<file path="src/rtl/vdu_bus_pkg.sv">
// Shared definitions for the VDU host bus: FSM encoding, register map, bus widths.
package vdu_bus_pkg;

    // Bus widths
    localparam int unsigned ADDR_W = 4;
    localparam int unsigned DATA_W = 8;

    // VDU register address map
    localparam logic [ADDR_W-1:0] VDU_REG_DATA      = 4'h0;
    localparam logic [ADDR_W-1:0] VDU_REG_STATUS    = 4'h1;
    localparam logic [ADDR_W-1:0] VDU_REG_CURSOR    = 4'h2;
    localparam logic [ADDR_W-1:0] VDU_REG_CONTROL   = 4'h3;

    // Bus-cycle FSM encoding
    typedef enum logic [2:0] {
        StIdle   = 3'd0,
        StSetup  = 3'd1,
        StStrobe = 3'd2,
        StWait   = 3'd3,
        StHold   = 3'd4
    } vdu_state_e;

endpackage

</file>
<file path="src/rtl/vdu_host_timer.sv">
// Loadable down-counter; done is high while the count sits at zero.
// A load of N-1 therefore gives a phase lasting exactly N cycles.
module vdu_host_timer #(
    parameter int unsigned WIDTH = 8
) (
    input  logic             clk,
    input  logic             nrst,
    input  logic             load,
    input  logic [WIDTH-1:0] load_val,
    output logic             done
);

    logic [WIDTH-1:0] count;

    // Load takes priority; otherwise count down and stop at zero
    always_ff @(posedge clk or negedge nrst) begin
        if (!nrst) begin
            count <= '0;
        end else if (load) begin
            count <= load_val;
        end else if (count != '0) begin
            count <= count - 1'b1;
        end
    end

    assign done = (count == '0);

endmodule

</file>
<file path="src/rtl/vdu_host.sv">
// VDU host bus master: turns a valid/ready request into an ncs/nrd/nwr bus cycle
// with programmable setup, strobe and hold phases and wait_sig stretching.
// Optional feature macro: VDU_HOST_TIMEOUT_EN (abort a stretched WAIT with rsp_err).
module vdu_host
    import vdu_bus_pkg::*;
#(
    parameter int unsigned SETUP_CYC    = 1,
    parameter int unsigned STROBE_CYC   = 2,
    parameter int unsigned HOLD_CYC     = 1,
    parameter int unsigned WAIT_TIMEOUT = 16
) (
    input  logic              clk,
    input  logic              nrst,
    input  logic              req_valid,
    input  logic              req_write,
    input  logic [ADDR_W-1:0] req_addr,
    input  logic [DATA_W-1:0] req_wdata,
    output logic              req_ready,
    output logic              rsp_valid,
    output logic              rsp_err,
    output logic [DATA_W-1:0] rsp_rdata,
    output logic              ncs,
    output logic              nrd,
    output logic              nwr,
    output logic [ADDR_W-1:0] ext_address,
    output logic [DATA_W-1:0] ext_data_out,
    output logic              ext_data_oe,
    input  logic [DATA_W-1:0] ext_data_in,
    input  logic              wait_sig
);

    if (SETUP_CYC < 1 || SETUP_CYC > 15) begin : gen_bad_setup
        $error("SETUP_CYC out of range 1..15");
    end
    if (STROBE_CYC < 1 || STROBE_CYC > 15) begin : gen_bad_strobe
        $error("STROBE_CYC out of range 1..15");
    end
    if (HOLD_CYC < 1 || HOLD_CYC > 15) begin : gen_bad_hold
        $error("HOLD_CYC out of range 1..15");
    end
    if (WAIT_TIMEOUT < 1 || WAIT_TIMEOUT > 255) begin : gen_bad_timeout
        $error("WAIT_TIMEOUT out of range 1..255");
    end

`ifdef VDU_HOST_TIMEOUT_EN
    localparam int unsigned CNT_W = 8;
`else
    localparam int unsigned CNT_W = 4;
`endif

    localparam logic [CNT_W-1:0] SETUP_LOAD  = CNT_W'(SETUP_CYC - 1);
    localparam logic [CNT_W-1:0] STROBE_LOAD = CNT_W'(STROBE_CYC - 1);
    localparam logic [CNT_W-1:0] HOLD_LOAD   = CNT_W'(HOLD_CYC - 1);
`ifdef VDU_HOST_TIMEOUT_EN
    localparam logic [CNT_W-1:0] WAIT_LOAD   = CNT_W'(WAIT_TIMEOUT - 1);
`else
    // WAIT is unbounded: the timer is simply left idle there
    localparam logic [CNT_W-1:0] WAIT_LOAD   = HOLD_LOAD;
`endif

    vdu_state_e       state;
    logic             write_q;
    logic             wait_q;
    logic             timer_load;
    logic [CNT_W-1:0] timer_val;
    logic             timer_done;
    logic             timeout_hit;
    logic             go_hold;

    vdu_host_timer #(
        .WIDTH (CNT_W)
    ) u_timer (
        .clk      (clk),
        .nrst     (nrst),
        .load     (timer_load),
        .load_val (timer_val),
        .done     (timer_done)
    );

    // Synchronise the responder's wait line before any decision uses it
    always_ff @(posedge clk or negedge nrst) begin
        if (!nrst) begin
            wait_q <= 1'b0;
        end else begin
            wait_q <= wait_sig;
        end
    end

`ifdef VDU_HOST_TIMEOUT_EN
    assign timeout_hit = timer_done;

    // Error flag is raised only alongside the completion pulse of an aborted WAIT
    always_ff @(posedge clk or negedge nrst) begin
        if (!nrst) begin
            rsp_err <= 1'b0;
        end else begin
            rsp_err <= (state == StWait) && wait_q && timer_done;
        end
    end
`else
    assign timeout_hit = 1'b0;
    assign rsp_err     = 1'b0;
`endif

    assign req_ready = (state == StIdle);

    // Phase timer reloads and the decision to enter HOLD
    always_comb begin
        timer_load = 1'b0;
        timer_val  = '0;
        go_hold    = 1'b0;
        unique case (state)
            StIdle: begin
                timer_load = req_valid;
                timer_val  = SETUP_LOAD;
            end
            StSetup: begin
                timer_load = timer_done;
                timer_val  = STROBE_LOAD;
            end
            StStrobe: begin
                timer_load = timer_done;
                go_hold    = timer_done && !wait_q;
                timer_val  = wait_q ? WAIT_LOAD : HOLD_LOAD;
            end
            StWait: begin
                go_hold    = !wait_q || timeout_hit;
                timer_load = go_hold;
                timer_val  = HOLD_LOAD;
            end
            default: begin
                timer_load = 1'b0;
            end
        endcase
    end

    // Bus-cycle FSM with all bus and response outputs registered
    always_ff @(posedge clk or negedge nrst) begin
        if (!nrst) begin
            state        <= StIdle;
            write_q      <= 1'b0;
            ncs          <= 1'b1;
            nrd          <= 1'b1;
            nwr          <= 1'b1;
            ext_address  <= '0;
            ext_data_out <= '0;
            ext_data_oe  <= 1'b0;
            rsp_valid    <= 1'b0;
            rsp_rdata    <= '0;
        end else begin
            rsp_valid <= 1'b0;
            unique case (state)
                StIdle: begin
                    if (req_valid) begin
                        state       <= StSetup;
                        write_q     <= req_write;
                        ncs         <= 1'b0;
                        ext_address <= req_addr;
                        if (req_write) begin
                            ext_data_out <= req_wdata;
                            ext_data_oe  <= 1'b1;
                        end
                    end
                end
                StSetup: begin
                    if (timer_done) begin
                        state <= StStrobe;
                        nrd   <= write_q;
                        nwr   <= !write_q;
                    end
                end
                StStrobe: begin
                    if (timer_done && wait_q) begin
                        state <= StWait;
                    end
                end
                StWait: begin
                end
                StHold: begin
                    if (timer_done) begin
                        state       <= StIdle;
                        ncs         <= 1'b1;
                        ext_data_oe <= 1'b0;
                    end
                end
                default: begin
                    state <= StIdle;
                end
            endcase

            // Shared HOLD entry from STROBE or WAIT; wait_q still high means a timeout
            if (go_hold) begin
                state     <= StHold;
                nrd       <= 1'b1;
                nwr       <= 1'b1;
                rsp_valid <= 1'b1;
                if (wait_q) begin
                    rsp_rdata <= '0;
                end else if (!write_q) begin
                    rsp_rdata <= ext_data_in;
                end
            end
        end
    end

endmodule

</file>
<file path="config.mk">
export PLATFORM = sky130hd
export DESIGN_NAME = vdu_host
export DESIGN_NICKNAME = d
export VERILOG_FILES = /design/src/rtl/vdu_bus_pkg.sv /design/src/rtl/vdu_host_timer.sv /design/src/rtl/vdu_host.sv
export SDC_FILE = /design/constraint.sdc
export NUM_CORES = 1
export LEC_CHECK = 0
export CAP_MARGIN = 0
export CORE_AREA = 2 2 57 69
export DETAILED_ROUTE_END_ITERATION = 6
export DIE_AREA = 0 0 59 71
export PLACE_DENSITY_LB_ADDON = 0.05
export SETUP_SLACK_MARGIN = 0.5
export SLEW_MARGIN = 30
export SYNTH_ARGS = -nofsm -noshare
export SYNTH_HDL_FRONTEND = slang
export SYNTH_SLANG_ARGS = --single-unit
</file>
<file path="constraint.sdc">
create_clock -name clk -period 2.1 [get_ports clk]
set_clock_uncertainty 0.05 [all_clocks]
set_input_delay 0.525 -clock clk [delete_from_list [all_inputs] [get_ports clk]]
set_output_delay 0.525 -clock clk [all_outputs]
set_load 0.02 [all_outputs]
</file>
=== Word level (Yosys, flattened, before mapping) ===
Cells that the tools add are included.

* Bits in registers: 34
* Bits of input ports: 25
* Logic and storage cells: 72

* Reductions and logical operators: 19
* Multiplexer cells: 27
* Add/subtract/negate cells: 1
* Equal/unequal tests: 13

{| class="wikitable"
|+ Operators by type and width
! cell !! count
|-
| 8-bit two-way mux || 2
|-
| 3-bit two-way mux || 5
|-
| 3-bit case mux with 5 select lines || 1
|-
| 1-bit two-way mux || 13
|-
| 3-bit inequality test, second input constant || 3
|-
| 4-bit two-way mux || 2
|-
| 2-bit inequality test, second input constant || 4
|-
| 2-bit nonzero test || 4
|-
| 3-bit by 2-bit == test with 1-bit output, second input constant || 2
|-
| 1-bit case mux with 2 select lines || 3
|-
| 2-bit AND reduction || 3
|-
| 3-bit AND reduction || 2
|-
| 5-bit AND reduction || 1
|-
| 4-bit zero test || 1
|-
| 4-bit AND reduction || 1
|-
| 4-bit nonzero test || 1
|-
| 4-bit by 1-bit subtractor with 4-bit output, second input constant || 1
|-
| 3-bit by 1-bit == test with 1-bit output, second input constant || 1
|-
| 3-bit == test, second input constant || 1
|-
| 3-bit zero test || 1
|-
| 3-bit by 2-bit inequality test with 1-bit output, second input constant || 1
|-
| 1-bit case mux with 3 select lines || 1
|-
| 1-bit logical AND || 2
|-
| 1-bit zero test || 2
|-
| other kinds (2) || 2
|}

=== Longest topological paths before layout ===
Gate-level depths: netlist of run 1.

* Word-level depth: 5
* Gate-level depth with buffers: 6
* Gate-level depth less buffers: 5

=== Hierarchy ===
A second synthesis of run 1 with hierarchy kept.

* Cell total of the unflattened synthesis: 129
* Area, all modules: 1586.5 um^2

{| class="wikitable"
|+ By module, submodules not included
! module !! area each (um^2) !! cells an instance !! times used !! seq. area each (um^2)
|-
| vdu_host || 1352.5 || 107 || 1 || 754.5
|-
| vdu_host_timer || 234.0 || 22 || 1 || 100.1
|}

=== Worst setup path before layout of run 1 ===
No wires, ideal clock.

* Path kind: register to register
* From: reg state[2]
* To: reg ext_data_out[0]
* Data arrival time: 1.751 ns
* Setup slack: 0.174 ns
* Cell stages (with the launch flop): 6
* Data required time: 1.925 ns
* Clock period less this slack: 1.926 ns
* Setup time: 0.125 ns
* Cells stage by stage: dfrtp_1 buf_2 nor3_1 and3_1 buf_4 mux2_2

* Longest elaborated chain between the ends: 2

{| class="wikitable"
|+ Ends and longest elaborated chain
! what !! RTL line !! RTL
|-
| from (decl) || vdu_host.sv:61 || <nowiki>vdu_state_e state;</nowiki>
|-
| from (signal assigned) || vdu_host.sv:140 || <nowiki>state <= StIdle;</nowiki>
|-
| from (signal assigned) || vdu_host.sv:155 || <nowiki>state <= StSetup;</nowiki>
|-
| from (signal assigned) || vdu_host.sv:167 || <nowiki>state <= StStrobe;</nowiki>
|-
| 3-bit zero test || -- ||
|-
| via req_ready || vdu_host.sv:18 || <nowiki>output logic req_ready,</nowiki>
|-
| 3-bit AND reduction (no line) || -- ||
|-
| to (signal assigned) || vdu_host.sv:160 || <nowiki>ext_data_out <= req_wdata;</nowiki>
|-
| to (decl) || vdu_host.sv:26 || <nowiki>output logic [DATA_W-1:0] ext_data_out,</nowiki>
|}

The timed path passes the listed nets, and every way through them passes these cells.
A chain may end at the register's enable or synchronous reset.

=== Worst setup path in the final report of run 1 ===
* From: reg state[0]
* To: out req_ready

* Longest elaborated chain between the ends: 1

{| class="wikitable"
|+ Ends and longest elaborated chain
! what !! RTL line !! RTL
|-
| 3-bit zero test || vdu_host.sv:105 || <nowiki>assign req_ready = (state == StIdle);</nowiki>
|-
| to (decl) || vdu_host.sv:18 ||
|}

Every way passes these cells.

==> results of run 1 <==
-- Yosys cell counts (2+ instances only) --
library cell	n	area, sq um
nor3_1	3	15.0
buf_2	2	10.0
nand2_1	2	7.51
dfstp_2	3	78.8
inv_1	5	18.8
mux2_2	20	225
nor2_1	3	11.3
or3b_1	2	17.5
buf_4	2	15.0
nand2b_1	3	18.8
o21ai_0	6	30.0
o211ai_1	2	15.0
a21oi_1	2	10.0
dfrtp_1	31	776
nor2b_1	2	12.5
-- stage by stage --
step,cells,power [uW],area [sq um],hold WS (ns),util [%]
floorplan,115,2340,1520,0.179,-
global placement,204,3040,2080,0.431,58.7
detailed placement,204,3090,2080,0.436,58.7
CTS,217,3580,2220,0.454,62.5
global route,219,3880,2260,0.463,63.8
finish,219,3650,2260,0.430,63.8
-- area by class of cell --
type / count / area share (%)
inverters: 5 / 0.830
repair buffers: 63 / 25.5
well taps: 39 / 2.16
flip-flops and latches: 34 / 37.8
multi-input cells: 71 / 29.9
clock buffers: 7 / 3.82
-- cells by family after synthesis --
family	share of synthesized area, %
flops	57.0
compound gates	11.5
other cells	0.250
mux	15.7
fa+ha+maj	0.834
buf+inv	3.92
xor+xnor	0.584
simple gates	10.3
-- per-layer routing --
layer	part of all wire, %	global-route usage (%)
met1	39	22.1
met2	53	29.0
met3	6.2	6.95
met4	1.8	8.08
met5	0	0
-- where the power goes --
group | switching (uW) | internal [uW]
registers | 180 | 978
clock network | 219 | 260
logic | 1020 | 989
-- state kept, by name, indices dropped and copies added, names as in the netlist --
register and count:
ext_data_out 8, rsp_rdata 8, ncs 1, state 3, nwr 1, write_q 1
u_timer.count 4, wait_q 1, ext_data_oe 1, nrd 1, ext_address 4, rsp_valid 1
-- worst max-delay path, cell delays in order (launching register included) --
cell and delay, ns:
dfrtp_1 0.41, nor3_4 0.22, buf_4 0.17
-- timing repair --
action	CTS	global route
cloned	1	0
pin swaps	2	2
gates resized for setup	44	16
endpoints found under the setup margin	51	32
buffers inserted	5	2
-- final timing paths --
kind                                                      to  slack (ns)  depth (start not counted)
worst min-delay path                         nwr$_DFFE_PN1P_        0.43                          1
worst min register to register               nwr$_DFFE_PN1P_        0.43                          1
max in group asynchronous                    nrd$_DFFE_PN1P_        1.07                          2
worst max-delay path                               req_ready        0.44                          2
worst max register to register  u_timer.count[2]$_DFFE_PN0P_        0.45                          5
min in group asynchronous               state[0]$_DFFE_PN0P_        0.59                          2
==> results by group, run 1 <==
Run status
  • Status: completed

Final layout
  • Most common cell after layout, fill and taps aside: dfrtp_1
  • Most frequent cells in the layout: dfrtp_1 (31), clkdlybuf4s50_1 (24), mux2_2 (19), dlygate4sd2_1 (16), buf_4 (12)
  • Area growth, synth to finish: 50.8%
  • Multi-input gate area: 677 sq um
  • Final nets: 206
  • Filler cells: 298
  • N_diodes: 0
  • Share of layout cells above drive strength 1: 35.0%
  • Sequential Area: 855 sq um

Floorplanning
  • Initial Util: 42.3%
  • Rows: 24
  • Core Area: 3540 sq um
  • Die width: 59 um
  • I/O pin count: 52
  • Die Height: 71 um
  • Full die area: 4190 sq um

Yosys
  • EDFF count, synth: 0
  • Mean post-synth cell area: 13.0 sq um
  • Synth Net Count: 141
  • Cell area after synthesis: 1500 sq um
  • Cells after Synth: 115
  • Sequential fraction of the synthesis area: 57.0%
  • Top_reg_cell synth: dfrtp_1
  • Distinct cells, synth: 42
  • Yosys warns: 0
  • Yosys reg bits: 34
  • Post-synth ARST share: 100%

CTS
  • Worst-Skew Late Latency: 0.29 ns
  • Clock Sinks: 34
  • Clock Tree Root: clkbuf_8
  • CTS tree: built
  • Hold bufs inserted after CTS: 0
  • Clk pin slew, worst setup/hold paths: 0.07 ns
  • H-tree depth: 2
  • CTS Buffer Depth: 2
  • Total CTS buffers: 5

Critical path
  • Critical path endpoint category: primary output
  • Setup CP Type: reg2out
  • Critical path fanouts, max: 3
  • Worst EP required: 1.52 ns
  • Type of origin of the critical path: flop
  • Reg-to-reg startpoint: u_timer.count[1]$_DFFE_PN0P_
  • Crit path DAT: 1.08 ns
  • Crit path from: state[0]$_DFFE_PN0P_

Timing
  • Fin crit period: 1.66 ns
  • Final setup fails: 0
  • Maximum clock frequency: 602 MHz
  • Slew Limit Fails: 0
  • Final Hold Vio Count: 0
  • RSZ-0062 raised after global routing: true
  • Final period util: 79.0%
  • Worst setup slack after layout: 0.440 ns
  • Total negative setup slack: 0 ns

Place
  • Dpl ws: 0.0396 ns
  • Final HPWL DP: 2.33 mm
  • Final Wtd Congestion: 0.706
  • Buffers on Ports: 50

Drt
  • Via count: 1173
  • DRC viols: 0
  • Antenna viol nets, final: 0
  • Final WL: 3.36 mm
  • First drt pass iteration count: 4
  • Vias per inst: 5.36
  • Routed wire per std cell: 15.3 um
  • Drt initial violations: 50

Power
  • Power density cells: 1610 nW/um^2
  • Pleak: 0.000999 uW
  • Maximum VDD drop: 0.769 mV

Worst hold path
  • Worst hold path type: reg2reg
  • Hold_sp: write_q$_DFFE_PN0P_

Global routing
  • Initial antenna violation count: 0
  • Vias in the first global route: 1180
  • Largest net degree at the start of global routing: 35
  • Overflow after GRT: 0
  • GRT Overall Usage: 18.4%
  • First-pass GRT wire length: 5.65 mm

Flow run
  • Max_cap viols: 0
Power figures use the tool's default switching activity.
==> inputs of run 2 (changes only) <==
==> constraint.sdc (replaced) <==
create_clock -name clk -period 1.59 [get_ports clk]
set_clock_uncertainty 0.05 [all_clocks]
set_input_delay 0.3975 -clock clk [delete_from_list [all_inputs] [get_ports clk]]
set_output_delay 0.3975 -clock clk [all_outputs]
set_load 0.02 [all_outputs]
==> run 2 against run 1 <==
  * The flow now finishes with violations (setup timing)
  * Cell area grew 18%
  * Critical endpoint is now u_timer.count[2]$_DFFE_PN0P_
  * Die area is the same
  * Total power grew 65%
  * Largest power group unchanged
==> results by group, run 2 (synthesis gave the netlist of run 1 again) <==
Global routing
  • GRT Overall Usage: 19.3% (+0.92 points)
  • Initial antenna violation count: 0 (unchanged)
  • First-pass GRT wire length: 6.06 mm (+7.2%)
  • Vias in the first global route: 1318 (+12%)
  • Overflow after GRT: 0 (unchanged)
  • Largest net degree at the start of global routing: 35 (unchanged)

Drt
  • Vias per inst: 5.32 (-0.61%)
  • Antenna viol nets, final: 0 (unchanged)
  • Routed wire per std cell: 16.4 um (+7.1%)
  • First drt pass iteration count: 4 (unchanged)
  • Final WL: 3.96 mm (+18%)
  • Drt initial violations: 28 (-44%)
  • DRC viols: 0 (unchanged)
  • Via count: 1283 (+9.4%)

CTS
  • Clk pin slew, worst setup/hold paths: 0.07 ns (about the same)
  • CTS tree: built
  • CTS Buffer Depth: 2 (unchanged)
  • Clock Tree Root: clkbuf_8
  • Total CTS buffers: 5 (unchanged)
  • Clock Sinks: 34 (unchanged)
  • Worst-Skew Late Latency: 0.28 ns (about the same)
  • H-tree depth: 2 (unchanged)

Final layout
  • N_diodes: 0 (unchanged)
  • Most frequent cells in the layout: buf_6 (36), dfrtp_1 (31), clkdlybuf4s50_1 (24), buf_4 (22), mux2_4 (13)
  • Sequential Area: 855 sq um (unchanged)
  • Share of layout cells above drive strength 1: 56.9% (+22 points)
  • Most common cell after layout, fill and taps aside: buf_6
  • Final cell count without fillers: 241 (+10%)
  • Leading registers by flop count: ext_data_out x8, rsp_rdata x8
  • Multi-input gate area: 779 sq um (+15%)
  • Final nets: 227 (+10%)
  • Area growth, synth to finish: 77.6%
  • Filler cells: 235 (-21%)

Timing
  • Worst setup slack after layout: -0.130 ns (-0.570 ns)
  • Worst Hold Slack: 0.437 ns (+0.00706 ns)
  • Total negative setup slack: -0.761 ns (-0.761 ns)
  • Fin crit period: 1.72 ns
  • Final Hold Vio Count: 0 (unchanged)
  • Final setup fails: 23 (+23)
  • Slew Limit Fails: 0 (unchanged)
  • RSZ-0062 raised after global routing: true
  • Maximum clock frequency: 581 MHz
  • Final period util: 108%

Power
  • Pleak: 0.00121 uW (+21%)
  • Maximum VDD drop: 1.35 mV (+75%)
  • Power density cells: 2260 nW/um^2 (+40%)

Critical path
  • Crit path buffers/inverters: 1 (unchanged)
  • Critical Path Stages: 5 (+3)
  • Critical path fanouts, max: 7 (+4)
  • CP peak stage delay: 0.44 ns (+0.03 ns)
  • R2R cell count: 5 (unchanged)
  • Setup CP Type: reg2reg
  • CP Cell Sequence: inv_2 > ha_4 > or3b_4 > a211oi_4 > a22oi_1
  • Reg2reg setup slack: -0.13 ns (-0.58 ns)
  • Type of origin of the critical path: flop
  • Worst EP required: 1.68 ns (+0.16 ns)
  • Worst path slowest cell: or3b_4
  • Critical path endpoint category: flop
  • Delay-heaviest family, CP: compound AO/OA/AOI/OAI gates
  • Crit path DAT: 1.81 ns (+0.73 ns)
  • Reg2reg end: u_timer.count[2]$_DFFE_PN0P_
  • Reg-to-reg startpoint: u_timer.count[0]$_DFFE_PN0P_

Floorplanning
  • Core Area: 3540 sq um (unchanged)
  • Full die area: 4190 sq um (unchanged)
  • Initial Util: 42.3% (unchanged)
  • Rows: 24 (unchanged)
  • Die Height: 71 um (unchanged)
  • I/O pin count: 52 (unchanged)
  • Die width: 59 um (unchanged)

Place
  • Buffers on Ports: 50 (unchanged)
  • Final Wtd Congestion: 0.723 (+2.4%)
  • Placed Instances: 212 (+3.9%)
  • Final HPWL DP: 2.46 mm (+5.6%)

Run status
  • Failing checks: setup timing
  • Status: finished, violations left

Worst hold path
  • Worst hold path type: in2async

Flow run
  • Max_cap viols: 0 (unchanged)
run 2: stage by stage:
step           power (uW)  utilization, %  instance area (sq um)  worst slack (ns)
2_1_floorplan        3170               -                   1560          -0.00997
3_3_place_gp         4220            61.8                   2190            -0.150
3_5_place_dp         4290            61.8                   2190            -0.230
4_1_cts              5660            71.8                   2540           -0.0547
5_1_grt              6360            75.2                   2660            -0.175
6_report             6030            75.2                   2660            -0.130
run 2: worst max-delay path by stage:
stage / slack (ns) / end / from
6_report: -0.13 / u_timer.count[2]$_DFFE_PN0P_ / u_timer.count[0]$_DFFE_PN0P_
5_1_grt: -0.18 / u_timer.count[2]$_DFFE_PN0P_ / u_timer.count[0]$_DFFE_PN0P_
4_1_cts: -0.05 / nrd$_DFFE_PN1P_ / u_timer.count[1]$_DFFE_PN0P_
3_5_place_dp: -0.23 / u_timer.count[1]$_DFFE_PN0P_ / req_valid
3_3_place_gp: -0.15 / u_timer.count[1]$_DFFE_PN0P_ / req_valid
2_1_floorplan: -0.01 / nrd$_DFFE_PN1P_ / u_timer.count[1]$_DFFE_PN0P_
run 2: routing by layer:
metal  part of all wire (%)  vias to the layer above  track usage [%]
met5                      0                        -                0
met4                    2.3                        0             8.33
met3                    4.7                       12             6.58
met2                     56                       39             32.5
met1                     37                      651             21.8
li1                       -                      581                -
run 2: repair_timing:
item / in CTS / in global routing
buffers inserted: 13 / 8
endpoints found under the hold margin: 0 / 0
endpoints found under the setup margin: 59 / 59
pin swaps: 6 / 4
hold buffers: 0 / 0
gates resized for setup: 184 / 13
run 2: layout make-up:
type | instances | share of cell area (%)
Multi-Input combinational cell | 70 | 29.3
Clock buffer | 7 | 3.24
Sequential cell | 34 | 32.1
Inverter | 5 | 0.705
Clock inverter | 1 | 0.188
Tap cell | 39 | 1.83
Timing Repair Buffer | 85 | 32.7
run 2: power breakdown:
part / internal (uW) / total (uW) / switching (uW)
clock network: 349 / 642 / 293
registers: 1300 / 1600 / 302
logic: 2130 / 3790 / 1660
total: 3780 / 6030 / 2250
